===== src/rtl/mem_port_arbiter.sv =====
// Arbitrates one single-port memory between instruction fetch and data access,
// with data priority, fetch anti-starvation, and a bounded-wait watchdog.
module mem_port_arbiter #(
    parameter int ADDR_W  = 32,
    parameter int DATA_W  = 32,
    parameter int TMO_CYC = 64
) (
    input  logic              clk,
    input  logic              reset,
    input  logic              if_req,
    input  logic [ADDR_W-1:0] if_addr,
    output logic [DATA_W-1:0] if_rdata,
    output logic              if_valid,
    input  logic              dm_req,
    input  logic              dm_we,
    input  logic [ADDR_W-1:0] dm_addr,
    input  logic [DATA_W-1:0] dm_wdata,
    output logic [DATA_W-1:0] dm_rdata,
    output logic              dm_valid,
    output logic              mem_req,
    output logic              mem_we,
    output logic [ADDR_W-1:0] mem_addr,
    output logic [DATA_W-1:0] mem_wdata,
    input  logic [DATA_W-1:0] mem_rdata,
    input  logic              mem_ready,
    output logic              stall_IF,
    output logic              stall_MEM,
    output logic              tmo_err
);

    localparam int WD_W = (TMO_CYC > 2) ? $clog2(TMO_CYC) : 1;
    localparam logic [WD_W-1:0] WD_LAST = WD_W'(TMO_CYC - 1);

    typedef enum logic [1:0] {
        IDLE   = 2'd0,
        BUSY_D = 2'd1,
        BUSY_I = 2'd2,
        DONE   = 2'd3
    } state_t;

    state_t            state_r;
    logic              last_gnt_data_r;
    logic              if_seen_r;
    logic [WD_W-1:0]   wdog_r;
    logic [DATA_W-1:0] if_rdata_r;
    logic [DATA_W-1:0] dm_rdata_r;
    logic              if_valid_r;
    logic              dm_valid_r;
    logic              mem_req_r;
    logic              mem_we_r;
    logic [ADDR_W-1:0] mem_addr_r;
    logic [DATA_W-1:0] mem_wdata_r;
    logic              tmo_err_r;
    logic              gnt_data_s;
    logic              gnt_inst_s;

    // Grant choice: data wins unless fetch already waited through the last data grant.
    always_comb begin
        gnt_data_s = 1'b0;
        gnt_inst_s = 1'b0;
        if (dm_req && !(if_req && last_gnt_data_r && if_seen_r)) begin
            gnt_data_s = 1'b1;
        end else if (if_req) begin
            gnt_inst_s = 1'b1;
        end else begin
            gnt_data_s = 1'b0;
            gnt_inst_s = 1'b0;
        end
    end

    // Arbiter FSM with registered memory-side and requester-side outputs.
    always_ff @(posedge clk or negedge reset) begin
        if (!reset) begin
            state_r         <= IDLE;
            last_gnt_data_r <= 1'b1;
            if_seen_r       <= 1'b0;
            wdog_r          <= {WD_W{1'b0}};
            if_rdata_r      <= {DATA_W{1'b0}};
            dm_rdata_r      <= {DATA_W{1'b0}};
            if_valid_r      <= 1'b0;
            dm_valid_r      <= 1'b0;
            mem_req_r       <= 1'b0;
            mem_we_r        <= 1'b0;
            mem_addr_r      <= {ADDR_W{1'b0}};
            mem_wdata_r     <= {DATA_W{1'b0}};
            tmo_err_r       <= 1'b0;
        end else begin
            case (state_r)
                IDLE: begin
                    if (gnt_data_s) begin
                        state_r         <= BUSY_D;
                        mem_req_r       <= 1'b1;
                        mem_we_r        <= dm_we;
                        mem_addr_r      <= dm_addr;
                        mem_wdata_r     <= dm_wdata;
                        last_gnt_data_r <= 1'b1;
                        if_seen_r       <= if_req;
                        wdog_r          <= {WD_W{1'b0}};
                    end else if (gnt_inst_s) begin
                        state_r         <= BUSY_I;
                        mem_req_r       <= 1'b1;
                        mem_we_r        <= 1'b0;
                        mem_addr_r      <= if_addr;
                        mem_wdata_r     <= {DATA_W{1'b0}};
                        last_gnt_data_r <= 1'b0;
                        if_seen_r       <= 1'b0;
                        wdog_r          <= {WD_W{1'b0}};
                    end
                end
                BUSY_D, BUSY_I: begin
                    if (state_r == BUSY_D) begin
                        if_seen_r <= if_seen_r | if_req;
                    end
                    if (mem_ready || (wdog_r == WD_LAST)) begin
                        state_r   <= DONE;
                        mem_req_r <= 1'b0;
                        if (!mem_ready) begin
                            tmo_err_r <= 1'b1;
                        end
                        if (state_r == BUSY_D) begin
                            dm_valid_r <= 1'b1;
                            // Stores and aborts both return zero on the data port.
                            dm_rdata_r <= (mem_ready && !mem_we_r) ? mem_rdata : {DATA_W{1'b0}};
                        end else begin
                            if_valid_r <= 1'b1;
                            if_rdata_r <= mem_ready ? mem_rdata : {DATA_W{1'b0}};
                        end
                    end else begin
                        wdog_r <= wdog_r + 1'b1;
                    end
                end
                DONE: begin
                    state_r    <= IDLE;
                    if_valid_r <= 1'b0;
                    dm_valid_r <= 1'b0;
                    if (last_gnt_data_r) begin
                        if_seen_r <= if_seen_r | if_req;
                    end
                end
                default: begin
                    state_r    <= IDLE;
                    mem_req_r  <= 1'b0;
                    if_valid_r <= 1'b0;
                    dm_valid_r <= 1'b0;
                end
            endcase
        end
    end

    assign if_rdata  = if_rdata_r;
    assign dm_rdata  = dm_rdata_r;
    assign if_valid  = if_valid_r;
    assign dm_valid  = dm_valid_r;
    assign mem_req   = mem_req_r;
    assign mem_we    = mem_we_r;
    assign mem_addr  = mem_addr_r;
    assign mem_wdata = mem_wdata_r;
    assign tmo_err   = tmo_err_r;
    assign stall_IF  = if_req & ~if_valid_r;
    assign stall_MEM = dm_req & ~dm_valid_r;

endmodule

===== config.mk =====
export PLATFORM = sky130hd
export DESIGN_NAME = mem_port_arbiter
export DESIGN_NICKNAME = d
export VERILOG_FILES = /design/src/rtl/mem_port_arbiter.sv
export SDC_FILE = /design/constraint.sdc
export NUM_CORES = 1
export LEC_CHECK = 0
export ABC_CLOCK_PERIOD_IN_PS = 2400
export CORE_MARGIN = 2
export CORE_UTILIZATION = 32
export CTS_BUF_LIST = sky130_fd_sc_hd__clkbuf_2 sky130_fd_sc_hd__clkbuf_4 sky130_fd_sc_hd__clkbuf_8
export DETAILED_ROUTE_END_ITERATION = 8
export SLEW_MARGIN = 20
export SYNTH_ARGS = -nofsm -noshare
export SYNTH_HDL_FRONTEND = slang
export SYNTH_SLANG_ARGS = --single-unit

===== constraint.sdc =====
create_clock -name clk -period 2.4 [get_ports clk]
set_input_delay 0.6 -clock clk [delete_from_list [all_inputs] [get_ports clk]]
set_output_delay 0.6 -clock clk [all_outputs]
set_load 0.05 [all_outputs]

# Word-level counts from Yosys, hierarchy flattened
# Cells that the tools add are included.
[totals] register_bits=143 in_bits=134 out_inout_bits=135 wordCells=87
[op_classes] n_addsub=1 n_eq_ne=10 muxes=34 n_bitwise=7 reduce_logical=22
[op_table] operator="32-bit two-way mux" count=6
[op_table] operator="3-bit AND reduction" count=8
[op_table] operator="6-bit two-way mux" count=3
[op_table] operator="1-bit two-way mux" count=16
[op_table] operator="6-bit one-hot mux with 2 select lines" count=1
[op_table] operator="2-bit inequality test (second input constant)" count=5
[op_table] operator="6-bit by 1-bit adder with 6-bit output (second input constant)" count=1
[op_table] operator="6-bit == test (second input constant)" count=1
[op_table] operator="2-bit two-way mux" count=3
[op_table] operator="1-bit one-hot mux with 2 select lines" count=3
[op_table] operator="2-bit one-hot mux with 3 select lines" count=1
[op_table] operator="2-bit nonzero test" count=3
[op_table] operator="2-bit == test (second input constant)" count=2
[op_table] operator="1-bit logical AND" count=4
[op_table] operator="1-bit inverter" count=4
[op_table] operator="2-bit AND reduction" count=2
[op_table] operator="3-bit inequality test (second input constant)" count=1
[op_table] operator="1-bit one-hot mux with 3 select lines" count=1
[op_table] operator="1-bit AND" count=2
[op_table] operator="2-bit by 1-bit == test with 1-bit output (second input constant)" count=1
[op_table] operator="1-bit zero test" count=2
[op_table] operator="2-bit zero test" count=1
[op_table] operator="2-bit OR reduction" count=1
[op_table] operator="1-bit logical OR" count=1
[op_table] operator="1-bit OR" count=1

# Longest topological paths before layout
# Gate-level depths: netlist of the first run.
[depth] depth_word=8 depth_mapped=7

# Worst setup path before layout of the first run
# OpenSTA, ideal clock, no wires.
[synth_timing] kind="input -> output" from="input port dm_req" to="output port stall_MEM" arrival_ns=1.505 path_slack_ns=0.295 stages=2 path_cell_list="buf_2 -> nor2b_1"
[synth_between] elab_chain_cells=1
[synth_rtl] item="start, declared" line_no="14" text="input logic dm_req,"
[synth_rtl] item="1-bit AND" line_no="160" text="assign stall_MEM = dm_req & ~dm_valid_r;"
[synth_rtl] item="end, declared" line_no="27" text="output logic stall_MEM,"
# No other way between the ends.

# Worst setup path after layout of the first run
[layout_timing] from="register mem_we_r, in the netlist mem_we" to="output port mem_we"
[layout_rtl] item="start, declared" line_no="50" text="logic mem_we_r;"
[layout_rtl] item="start signal, assigned" line_no="93" text="mem_we_r <= dm_we;"
[layout_rtl] item="end, declared" line_no="21" text="output logic mem_we,"
# No word-level cell between the ends.

==> metrics, run 1 <==
Post-Syn Area 5960 sq um; Syn Area/Cell 11.4 sq um; Slew HR 61.1%; Placeable Area 18100 sq um; Crit path arrival time 1670 ps; DRT Wirelength 18300 microns; Hold WC Path Type in -> async; layout cells sized above 1 8.96%; I/O pin count 269; wire per inst 17.8 microns; largest net degree at the start of global routing 80; MaxCap Viol Count 0; delay-heaviest family, CP buffers and inverters; antenna diode count 0; EDFF count, synth 0; YS warnings 0; Leakage 4.15 nW; Worst R2R Start state_r[1]; cell count after synthesis 521; R2R Setup Slk 310 ps; Final Max Tran Viols 0; Post-CTS Hold Fix Bufs 0; ys async rst share 100%; status complete, no violations; Synth area leader dfrtp_1; Die Ht 141 microns; vias per inst 5.00; commonest non-fill, non-tap cell in the layout clkdlybuf4s50_1; Chip Width 141 microns; H-tree Lvls 4; fin nets 931; Final Hold Slack 87.0 ps; number of global-route vias before repair 5210; post-CTS sizing 0; Clock transition at path regs 80 ps; GRT overflow 0; Residual DRC 0; CTS sink cnt 143; Layout Cells excl Fill 1033; CP Class reg -> out; sequential element share of the synthesized area 60.0%; CTS tree built; port buffer count 268; via count 5167; count of cell types in the netlist 51; Final Critical Period 2270 ps; crit end category primary output; period utilisation layout 94.7%; root buf cell clkbuf_8; fin area 9440 sq um; syn_nets 661; Synth Flop Type dfrtp_1; Post-DP Area 9020 sq um; maximum VDD drop 0.782 mV; Max Freq 0.440 GHz; Reg area 3580 sq um; initial DRC count 188; multi-input logic area 2180 sq um; Fin. Hold Viols 0; worst skew pair latency 440 ps; RSZ-0062 raised after global routing no; area grow syn2layout 58.3%; overall routing resource usage 18.5%; drt first pass iters 4; setup TNS 0 ps; DP Wirelength 13200 microns; Row Count 49; Reg-to-Reg End if_rdata[0]; r2r worst-path depth 6; cts bufs inserted 17; critical path startpoint category flop; most frequent cells in the layout clkdlybuf4s50_1 (264), dfrtp_1 (142), nand2_1 (72), a22o_1 (66), o21ai_0 (66); critical path buffer and inverter count 1; Req. time, crit path 1800 ps; clock tree buffer depth 2; PD cells 1540 nW/um^2; endpoints failing setup 0; initial core utilization 32.9%; post-synth top area share 59.6%; CP cell instances clkdlybuf4s50_1; fillers 1631; Yosys reg bits 143; Routed Antenna Nets 0; post-CTS setup buffers 0; Crit path largest cell delay 830 ps; GP Congestion 0.752; CP Max Fanout 3; Cells after DPL 1001; die area 19700 sq um; first-pass GRT wire length 28700 microns; Area contributors post-synth dfrtp_1 (60%), a22o_1 (9.7%), mux2i_1 (5.5%), o21ai_0 (5.5%), nand2_1 (4.5%); final worst clock skew 11.3 ps; initial antenna violation count 0; Least-Margin Pin Slew 582 ps; CP max-delay cell clkdlybuf4s50_1
## report_power, final
part	switching (mW)	internal [mW]	leakage (nW)
combinational	5.48	3.02	2.13
clock	0.967	1.03	0.198
sequential	0.611	3.44	1.82
total	7.06	7.48	4.15
## worst max path at each step
stage / from / endpoint / slack, ps / cells past startpoint
2_1_floorplan: dm_req / stall_MEM / 290 / 2
3_3_place_gp: mem_ready / if_rdata[10] / 170 / 5
3_5_place_dp: if_req / wdog_r[4] / 80 / 7
4_1_cts: if_valid / if_valid / 50 / 1
5_1_grt: mem_wdata[28] / mem_wdata[28] / 50 / 1
6_report: mem_we / mem_we / 130 / 1
## cells by family after synthesis
kind of cell	after synthesis	synth area share (%)
adders and majority gates	6	1.26
buffers and inverters	48	3.78
muxes	33	5.54
and+or+nand+nor	101	7.91
AOI/OAI and AO/OA	190	21.5
DFF	143	60.0
## Yosys cell counts, types with 2 or more instances
| cell type | number |
|---|---|
| nand2_1 | 72 |
| nand3_1 | 8 |
| nor2b_1 | 5 |
| a31oi_1 | 2 |
| or4b_1 | 2 |
| a21oi_1 | 4 |
| o21ai_1 | 30 |
| clkbuf_1 | 24 |
| buf_6 | 2 |
| buf_4 | 4 |
| buf_2 | 12 |
| o31ai_1 | 2 |
| o22a_1 | 2 |
| nor2_1 | 2 |
| o21ai_0 | 66 |
| a22o_1 | 66 |
| dfrtp_1 | 142 |
| mux2i_1 | 33 |
| o211ai_1 | 2 |
| ha_1 | 6 |
| inv_1 | 5 |
## flip-flops by register name (all words and copies together) (netlist names)
name	count
mem_wdata	32
dm_valid	1
last_gnt_data_r	1
if_seen_r	1
tmo_err	1
mem_req	1
mem_we	1
if_valid	1
mem_addr	32
dm_rdata	32
wdog_r	6
if_rdata	32
state_r	2
## cell type report
class | instances | share of cell area [%]
Timing Repair Buffer | 294 | 31.4
Clock inverter | 11 | 1.38
Sequential cell | 143 | 37.9
Inverter | 5 | 0.199
Multi-Input combinational cell | 330 | 23.1
Tap cell | 229 | 3.04
Clock buffer | 21 | 3.00
## routing by layer
metal | GRT usage [%] | vias to the layer above | wire length, microns
met5 | 0 | - | 0
met4 | 4.95 | 0 | 233
met3 | 7.69 | 20 | 1700
met2 | 30.1 | 211 | 8700
met1 | 22.9 | 2511 | 7720
li1 | - | 2425 | -
## per-stage QoR
stage | utilization, % | worst slack [ps] | power, mW
2_1_floorplan | - | 295 | 9.52
3_3_place_gp | 49.7 | 166 | 12.5
3_5_place_dp | 49.7 | 75.1 | 12.6
4_1_cts | 52.0 | 48.6 | 14.7
5_1_grt | 52.0 | 54.9 | 15.3
6_report | 52.0 | 127 | 14.5
(Power assumes the default switching activity.)
==> inputs of run 2 (changes only) <==
--- a/config.mk
+++ b/config.mk
@@ -8,8 +8,9 @@
 export ABC_CLOCK_PERIOD_IN_PS = 2400
 export CORE_MARGIN = 2
 export CORE_UTILIZATION = 32
-export CTS_BUF_LIST = sky130_fd_sc_hd__clkbuf_2 sky130_fd_sc_hd__clkbuf_4 sky130_fd_sc_hd__clkbuf_8
+export CTS_BUF_LIST = sky130_fd_sc_hd__clkbuf_8
 export DETAILED_ROUTE_END_ITERATION = 8
+export SKIP_LAST_GASP = 1
 export SLEW_MARGIN = 20
 export SYNTH_ARGS = -nofsm -noshare
 export SYNTH_HDL_FRONTEND = slang
==> run 2 against run 1 <==
Net effect:
- critical path depth unchanged
- die area unchanged
- final cell count unchanged
- sequential power about the same
- critical path type unchanged
==> metrics, run 2 (synthesized netlist as in run 1, its figures left out) <==
status complete, no violations; Sw Ratio 48.6%; Final Max Tran Viols 0; endpoints failing setup 0; largest net degree at the start of global routing 80; P_sw 7.06 mW; Clock power frac 13.6%; commonest non-fill, non-tap cell in the layout clkdlybuf4s50_1; area grow syn2layout 58.2%; wire per inst 17.7 microns; period utilisation layout 95.1%; Power Internal 7.47 mW; CP cell instances clkdlybuf4s50_1; DP Wirelength 13200 microns; vias per inst 5.01; initial antenna violation count 0; Reg power frac 27.9%; R2R Setup Slk 310 ps; Hold WC Path Type in -> async; worst skew pair latency 440 ps; antenna diode count 0; PD cells 1540 nW/um^2; Cells after DPL 1001; setup TNS 0 ps; RSZ-0062 raised after global routing no; Placeable Area 18100 sq um; Final Critical Period 2280 ps; Layout Cells excl Fill 1033; Fin. Hold Viols 0; Max Freq 0.438 GHz; GRT overflow 0; Leakage 4.15 nW; crit end category primary output; final worst clock skew 12.9 ps; post-CTS setup buffers 0; root buf cell clkbuf_8; port buffer count 268; CP Max Fanout 3; Crit path arrival time 1680 ps; cts bufs inserted 17; CTS tree built; I/O pin count 269; number of global-route vias before repair 5200; initial DRC count 184; clock tree buffer depth 2; Stages on worst setup path 1; CTS sink cnt 143; Slew HR 61.3%; Row Count 49; maximum VDD drop 0.782 mV; Clock transition at path regs 80 ps; Residual DRC 0; critical path startpoint category flop; via count 5175; DRT Wirelength 18300 microns; Final Hold Slack 88.9 ps; critical path buffer and inverter count 1; Chip Width 141 microns; Worst R2R Start state_r[1]; r2r worst-path depth 6; Reg-to-Reg End if_rdata[0]; drt first pass iters 4; overall routing resource usage 18.5%; MaxCap Viol Count 0; CP Class reg -> out; most frequent cells in the layout clkdlybuf4s50_1 (264), dfrtp_1 (142), nand2_1 (72), a22o_1 (66), o21ai_0 (66); Comb pwr share 58.5%; layout cells sized above 1 8.83%; GP Congestion 0.752; delay-heaviest family, CP buffers and inverters; Die Ht 141 microns; initial core utilization 32.9%; fin nets 931; Req. time, crit path 1800 ps; die area 19700 sq um; Least-Margin Pin Slew 579 ps; first-pass GRT wire length 28700 microns; Routed Antenna Nets 0; H-tree Lvls 4; Crit path largest cell delay 840 ps; CP max-delay cell clkdlybuf4s50_1
-- run 2: final cells by class --
| cell class | instances | area [sq um] |
|---|---|---|
| Sequential cell | 143 | 3580 |
| Fill cell | 1631 | 8710 |
| Multi-Input combinational cell | 330 | 2180 |
| Inverter | 5 | 18.8 |
| Tap cell | 229 | 287 |
| Clock inverter | 12 | 134 |
| Timing Repair Buffer | 294 | 2960 |
| Clock buffer | 20 | 275 |
-- run 2: through the flow --
stage	area [sq um]	power, mW	worst slack [ps]	utilization, %
after global routing	9440	15.3	54.9	52.0
final	9440	14.5	118	52.0
after global placement	9020	12.5	166	49.7
after floorplan	5960	9.52	295	-
after CTS	9430	14.7	48.6	52.0
after detailed placement	9020	12.6	75.1	49.7
-- run 2: repair_timing --
item / CTS / global route
endpoints found under the setup margin: 0 / 1
hold buffers: 0 / 0
gates resized for setup: 0 / 1
-- run 2: worst max path at each step --
stage                  startpoint            end  slack [ps]
floorplan                  dm_req      stall_MEM         290
global placement        mem_ready   if_rdata[10]         170
detailed placement         if_req      wdog_r[4]          80
CTS                      if_valid       if_valid          50
global route        mem_wdata[28]  mem_wdata[28]          50
finish                     mem_we         mem_we         120
-- run 2: worst reg2reg max path, stage by stage, from the launching register on --
cell	delay, ps
dfrtp_1	410
inv_1	110
ha_1	500
buf_4	260
and3b_1	170
buf_4	360
a22o_1	240
-- run 2: metal layers --
layer	GRT usage (%)	vias up	part of all wire, %
met1	23.0	2515	42
met4	4.95	0	1.2
met2	30.0	218	47
li1	-	2425	-
met5	0	-	0
met3	7.69	17	9.4
-- run 2: power groups by stage --
stage	Sequential, mW	Clock [mW]	Combinational (mW)
floorplan	7.32	0	2.20
global placement	4.05	0	8.46
detailed placement	4.06	0	8.57
CTS	4.06	2.05	8.57
global route	4.19	2.16	8.94
finish	4.05	1.97	8.50
